==> src/rtl/booth_multiplier.sv <==
// Sequential radix-2 Booth multiplier: captures signed M/Q on load, then runs one
// add/subtract-and-shift step per clock and registers the 2*WIDTH-bit product on P.
module booth_multiplier #(
  parameter int unsigned WIDTH = 32
) (
  input  logic                 clk,
  input  logic                 reset,
  input  logic                 load,
  input  logic [WIDTH-1:0]     M,
  input  logic [WIDTH-1:0]     Q,
  output logic [2*WIDTH-1:0]   P
);

  localparam int unsigned CntW = $clog2(WIDTH) + 1;

  typedef enum logic [0:0] {StIdle, StBusy} state_e;

  state_e               state_q, state_d;
  // Accumulator and multiplicand carry one guard bit so -M of the most negative M fits.
  logic [WIDTH:0]       a_q, a_d;
  logic [WIDTH:0]       m_q, m_d;
  logic [WIDTH-1:0]     q_q, q_d;
  logic                 q_1_q, q_1_d;
  logic [CntW-1:0]      count_q, count_d;
  logic [2*WIDTH-1:0]   p_q, p_d;

  logic [WIDTH:0]       t;
  logic [WIDTH:0]       a_new;
  logic [WIDTH-1:0]     q_new;

  // One Booth step, computed every cycle and only committed while busy.
  always_comb begin
    case ({q_q[0], q_1_q})
      2'b01:   t = a_q + m_q;
      2'b10:   t = a_q - m_q;
      default: t = a_q;
    endcase
    a_new = {t[WIDTH], t[WIDTH:1]};
    q_new = {t[0], q_q[WIDTH-1:1]};
  end

  always_comb begin
    state_d = state_q;
    a_d     = a_q;
    m_d     = m_q;
    q_d     = q_q;
    q_1_d   = q_1_q;
    count_d = count_q;
    p_d     = p_q;

    if (load) begin
      // Capture restarts from scratch in either state; any in-flight result is dropped.
      m_d     = {M[WIDTH-1], M};
      q_d     = Q;
      a_d     = '0;
      q_1_d   = 1'b0;
      count_d = CntW'(WIDTH);
      state_d = StBusy;
    end else if (state_q == StBusy) begin
      a_d     = a_new;
      q_d     = q_new;
      q_1_d   = q_q[0];
      count_d = count_q - CntW'(1);
      if (count_q == CntW'(1)) begin
        p_d     = {a_new[WIDTH-1:0], q_new};
        state_d = StIdle;
      end
    end
  end

  always_ff @(posedge clk or negedge reset) begin
    if (!reset) begin
      state_q <= StIdle;
      a_q     <= '0;
      m_q     <= '0;
      q_q     <= '0;
      q_1_q   <= 1'b0;
      count_q <= '0;
      p_q     <= '0;
    end else begin
      state_q <= state_d;
      a_q     <= a_d;
      m_q     <= m_d;
      q_q     <= q_d;
      q_1_q   <= q_1_d;
      count_q <= count_d;
      p_q     <= p_d;
    end
  end

  assign P = p_q;

endmodule

==> config.mk <==
export PLATFORM = sky130hd
export DESIGN_NAME = booth_multiplier
export DESIGN_NICKNAME = d
export VERILOG_FILES = /design/src/rtl/booth_multiplier.sv
export SDC_FILE = /design/constraint.sdc
export NUM_CORES = 1
export LEC_CHECK = 0
export BUFFER_PORTS_ARGS = -buffer_cell sky130_fd_sc_hd__buf_2
export CAP_MARGIN = 20
export CORE_AREA = 10 10 223 141
export CTS_CLUSTER_SIZE = 14
export DETAILED_ROUTE_END_ITERATION = 8
export DIE_AREA = 0 0 233 151
export PLACE_DENSITY = 0.51
export SLEW_MARGIN = 15
export SYNTH_ARGS = -nofsm -noshare
export SYNTH_HDL_FRONTEND = slang
export SYNTH_SLANG_ARGS = --single-unit
==> constraint.sdc <==
create_clock -name clk -period 8.7 [get_ports clk]
set_input_delay 0.435 -clock clk [delete_from_list [all_inputs] [get_ports clk]]
set_output_delay 0.435 -clock clk [all_outputs]
set_load 0.03 [all_outputs]
==> results.toml, run 1 <==
[floorplanning]
rows = 47
ios = 131
core_area_mm2 = 0.02717
die_x_um = 233
die_area_mm2 = 0.03518
start_util_pct = 34.70
die_h_um = 151

[power]
p_per_area_mw_per_mm2 = 338.2
p_sw_mw = 1.630
sw_frac_of_total_pct = 44.02
p_comb_share_pct = 47.6
seqPwrFrac_pct = 32.8
cellLeakagePower_nw = 5.475
intPower_mw = 2.073
clkPwrFrac_pct = 19.6
peakVddDrop_mv = 0.1441

[grt]
overflow = 0
antenna_found_initial = 1
grt_pass1_vias = 7341
grt_max_degree = 84
grtUsageTotal_pct = 15.93
grt_first_pass_wirelength_um = 43920

[layout]
drive_gt1_share_pct = 18.90
area_growth_pct = 16.15
layout_common_cells = "nand2_1 (206), dfrtp_1 (167), buf_2 (128)"
nets = 1236
layout.cells.most_common = "nand2_1"
fin_cells = 1511

[route]
num_vias = 7568
drt_iter0_drc = 479
finalWirelength_um = 27300
dr.pass1.iters = 5
drc = 0
ant_nets = 0
wl_per_cell_um = 18.07
via_per_inst = 5.009

[critical_path]
required_ns = 9.03
criticalPathCategory = "flip-flop to flip-flop"
cp-end-kind = "flip-flop"
cp_max_fo = 8
crit_arrival_ns = 5.40
startpoint_type = "flip-flop"

[yosys]
synth-seq-area-share_pct = 44.60
yosys.area.top_type_share_pct = 44.60
async_flop_share_pct = 100.0
synthFlopType = "dfrtp_1"
synth_edf_count = 0
ys_seq_elements = 168
synth.area.top_cells = "dfrtp_1 (45%), nand2_1 (8.2%), ha_1 (4.8%), o21ai_0 (4.4%), xnor2_1 (4.3%)"
ys_types = 65
synth_area_mm2 = 0.009427
syn-mean-instance-area_um2 = 9.134
postSynthCellCount = 1032
syn_nets = 1136
yosysTopAreaCell = "dfrtp_1"
ys.warnings.count = 0

[timing]
tightest_slew_ns = 0.9424
fin_crit_sh_pct = 58.37
slew_viol_final = 0
relSlewSlack_pct = 37.17
setup_violations = 0
rsz0062_at_grt = "false"
hold_violations = 0
layout_min_cycle_time_ns = 5.078
worst_clock_skew_ns = 0.01092
fin_tns_setup_ns = 0
fmax_ghz = 0.1969

[clock_network]
htree_levels = 4
worstSkewPairLatency_ns = 0.44
cts_tree = "done"
cts_sinks = 168
cts-resized-gates = 0
postCtsSetupBuffers = 0
cts-root-buf = "clkbuf_16"
cts_buffers = 17
cts-hold-fix-buffers = 0
clk_pin_slew_ns = 0.06
clock_path_buffers = 2

[placed_design]
place_inst = 1480
port_buffers = 130
dp_hpwl_um = 19890
gp_congestion = 0.8931

[worst_hold_path]
hold_class = "input pin to asynchronous set/reset pin"

[run_status]
outcome = "complete, no violations"

[run]
drv_cap = 0
[registers in the layout (all words and copies together) (netlist names)]
register	flops
m_q	32
state_q	1
P	64
a_q	32
q_1_q	1
count_q	6
q_q	32
[power groups by stage]
stage / clock [mW] / sequential [mW] / combinational [mW]
6_report: 0.725 / 1.21 / 1.76
3_3_place_gp: 0 / 1.22 / 1.77
2_1_floorplan: 0 / 1.43 / 1.04
4_1_cts: 0.753 / 1.22 / 1.77
3_5_place_dp: 0 / 1.23 / 1.77
5_1_grt: 0.785 / 1.25 / 1.96
[area by class of cell]
class	instances	area (µm²)
Clock inverter	7	71.32
Timing Repair Buffer	137	711.9
Sequential cell	168	4208
Fill cell	2816	16220
Tap cell	367	459.2
Antenna cell	1	2.502
Clock buffer	23	478.0
Multi-Input combinational cell	787	4940
Inverter	21	78.83
[logic make-up (layout without fill, tap and decap cells)]
family                     count (synthesis)  after routing  synth area share, %
DFF                                      168            168                44.60
adders and majority gates                 37             37                4.991
muxes                                     70             70                7.844
xor gates and xnor gates                  64             64                5.946
other                                      0              1                    0
and+or+nand+nor                          369            369                17.20
AOI/OAI and AO/OA                        247            247                16.18
buffers and inverters                     77            188                3.239
[cell usage after synthesis (all sizes together), types with 4 or more instances]
cell type    n
clkbuf      43
nor4         6
a21o        18
nand2      206
nor2b        9
o31ai        6
o21a         4
inv         21
a21oi       69
nand2b       9
xor2        18
nand3        9
nor3        17
nor2        84
buf         13
mux2i       39
o21ai       83
ha          36
dfrtp      168
a211oi      30
o211ai       6
xnor2       46
mux2        31
and3        11
a31oi        7
[path summary, 6_finish.rpt]
kind	slack [ns]	cells after the start	end	startpoint
setup / recovery	3.62	18	a_q[31]	m_q[3]
hold / removal	0.05	1	m_q[5]	reset
setup reg to reg	3.62	18	a_q[31]	m_q[3]
hold reg to reg	0.47	2	P[1]	P[1]
max in group asynchronous	6.91	3	state_q	reset
min in group clk	0.20	3	q_q[13]	Q[13]
[critical path, cell delays in order (launching register included)]
cell and delay, ns:
dfrtp_1 0.42, or3_4 0.44, nor4b_1 0.76, and2_1 0.30, nand2_1 0.06, nor2_1 0.22, nand2_1 0.10, nor2_2 0.17
a21oi_1 0.11, xnor2_1 0.23, ha_1 0.36, a21o_1 0.25, nor3_1 0.11, o21ai_0 0.10, a221oi_1 0.37, o311ai_2 0.26
and3_2 0.24, nor4_2 0.14, mux2_2 0.35
[per-stage QoR]
| stage | setup slack, ns | util (%) | hold slack [ns] | power (mW) | area [µm²] |
|---|---|---|---|---|---|
| after detailed placement | 3.631 | 38.27 | 0.4572 | 2.994 | 10400 |
| after global routing | 3.143 | 40.29 | 0.1049 | 3.997 | 10950 |
| after floorplan | 4.332 | - | 0.1394 | 2.469 | 9427 |
| after global placement | 3.746 | 38.27 | 0.4550 | 2.993 | 10400 |
| final | 3.622 | 40.30 | 0.05128 | 3.703 | 10950 |
| after CTS | 3.641 | 40.29 | 0.06200 | 3.742 | 10950 |
[routing by layer]
metal	wire [µm]	up-vias	track usage (%)
met5	0	-	0
met4	250	0	4.268
met3	1486	13	3.661
met2	10190	161	19.58
met1	15380	3617	25.96
li1	-	3777	-
No activity file was read; power rests on OpenSTA's default activity.
==> inputs of run 2 (changes only) <==
--- a/config.mk
+++ b/config.mk
@@ -11,7 +11,7 @@
 export CTS_CLUSTER_SIZE = 14
 export DETAILED_ROUTE_END_ITERATION = 8
 export DIE_AREA = 0 0 233 151
-export PLACE_DENSITY = 0.51
+export PLACE_DENSITY = 0.53
 export SLEW_MARGIN = 15
 export SYNTH_ARGS = -nofsm -noshare
 export SYNTH_HDL_FRONTEND = slang
==> constraint.sdc (replaced) <==
create_clock -name clk -period 4.65 [get_ports clk]
set_input_delay 0.2325 -clock clk [delete_from_list [all_inputs] [get_ports clk]]
set_output_delay 0.2325 -clock clk [all_outputs]
set_load 0.03 [all_outputs]
==> results.toml, run 2 (synthesis gave the netlist of run 1 again) <==
[timing]
layout_min_cycle_time_ns = 4.368
setup_slack_ns = 0.2816
setup_violations = 0
worst_clock_skew_ns = 0.009916
slew_viol_final = 0
fmax_ghz = 0.2289
fin_crit_sh_pct = 93.94
tightest_slew_ns = 0.9632
hold_violations = 0
relSlewSlack_pct = 35.79
fin_hold_ws_ns = 0.02568

[critical_path]
worstPathCellList = "or3_4, nor4b_4, a31oi_1, xnor2_1, ha_1, a21o_1, a21oi_1, o211ai_1, a21oi_1, a21bo_2, a31oi_1, xnor2_1, mux2i_1, a211oi_1"
critPathMaxStageDelay_ns = 0.44
startpoint_type = "flip-flop"
cp-end-kind = "flip-flop"
criticalPathCategory = "flip-flop to flip-flop"
crit_family = "compound AO/OA/AOI/OAI gates"
crit_buf_inv = 0
required_ns = 4.93
critical_path.slowest_cell = "or3_4"
cp_max_fo = 10
crit_arrival_ns = 4.65
worstReg2RegStart = "m_q[3]"
critPathLaunch = "m_q[3]"

[route]
highest_layer = "met4"
ant_nets = 0
wl_per_cell_um = 17.66
via_per_inst = 4.999
drt-met1-wl_um = 15250
met2RoutedLength_um = 10570
drc = 0
num_vias = 7849
wl_met3_um = 1669
drt_iter0_drc = 581
finalWirelength_um = 27720
dr.pass1.iters = 5

[floorplanning]
ios = 131
die_h_um = 151
core_area_mm2 = 0.02717
rows = 47
start_util_pct = 34.70
die_x_um = 233
die_area_mm2 = 0.03518

[power]
peakVddDrop_mv = 0.2435
p_per_area_mw_per_mm2 = 615.7
p_comb_share_pct = 47.5
seqPwrFrac_pct = 31.8
cellLeakagePower_nw = 5.784
clkPwrFrac_pct = 20.7
p_sw_mw = 3.110
intPower_mw = 4.030
sw_frac_of_total_pct = 43.56

[layout]
fin_cells = 1570
utilization_pct = 42.68
diodes = 0
largest_reg_flops = 64
area_growth_pct = 23.02
fill_cells = 2766
nets = 1295
drive_gt1_share_pct = 19.29
layout.cells.most_common = "nand2_1"
layout_common_cells = "nand2_1 (206), dfrtp_1 (167), buf_2 (128)"
post-route-cell-area_mm2 = 0.01160

[clock_network]
cts_tree = "done"
clk_pin_slew_ns = 0.07
cts-root-buf = "clkbuf_16"
clock_path_buffers = 2
cts_sinks = 168
cts_buffers = 17
htree_levels = 4
worstSkewPairLatency_ns = 0.45

[placed_design]
gp_congestion = 0.8908
port_buffers = 130
dp_hpwl_um = 20280
place_inst = 1488
dpl_cell_area_mm2 = 0.01046
dpl_worst_slack_ns = 0.1550

[run_status]
outcome = "complete, no violations"

[grt]
grt_first_pass_wirelength_um = 44270
grt_pass1_vias = 7636
grtUsageTotal_pct = 16.08
grt_max_degree = 92
antenna_found_initial = 0
overflow = 0

[run]
drv_cap = 0

[worst_hold_path]
hold_class = "input pin to flip-flop"
min_from = "M[16]"
[run 2: path summary, 6_finish.rpt]
path / cells after the start / slack (ns) / to
setup / recovery: 14 / 0.28 / a_q[22]
hold / removal: 2 / 0.03 / m_q[16]
setup reg to reg: 14 / 0.28 / a_q[22]
hold reg to reg: 2 / 0.47 / P[4]
max in group asynchronous: 3 / 3.06 / q_q[2]
min in group asynchronous: 2 / 0.42 / P[24]
[run 2: area by class of cell]
cell class	instances	area [µm²]	area share [%]
tap	367	459.2	3.960
timing repair buffer	196	1277	11.02
clock buffer	20	446.7	3.852
multi-input combinational	787	4976	42.91
sequential	168	4208	36.29
clock inverter	11	150.1	1.295
inverter	21	78.83	0.6798
[run 2: repair_timing]
action	4_1_cts	5_1_grt
setup buffers	0	2
hold endpoints to repair	137	0
hold buffers	49	0
setup endpoints to repair	0	15
resized for setup	0	6
[run 2: power by group through the flow]
stage               Combinational (mW)  Sequential [mW]  Clock [mW]
finish                            3.39             2.27        1.48
global route                      3.75             2.34        1.59
CTS                               3.36             2.27        1.53
detailed placement                3.32             2.30           0
global placement                  3.31             2.29           0
floorplan                         1.95             2.67           0
[run 2: worst register-to-register path, delay by kind of cell (launching register included)]
kind	cells	cell delay (ns)
flip-flops	1	0.42
AND/OR/NAND/NOR	2	0.87
adder cells (fa/ha/maj)	1	0.42
XOR/XNOR	2	0.43
AO/OA/AOI/OAI	8	1.73
multiplexers	1	0.34
[run 2: through the flow]
stage                     setup TNS [ns]  power [mW]
after floorplan                        0       4.620
after global placement                 0       5.596
after detailed placement               0       5.614
after CTS                              0       7.161
after global routing            -0.03497       7.676
final                                  0       7.140
[run 2: metal layers]
metal	vias up	global-route usage, %
met5	-	0
met2	195	20.51
met3	14	4.129
li1	3909	-
met4	0	3.427
met1	3731	25.69
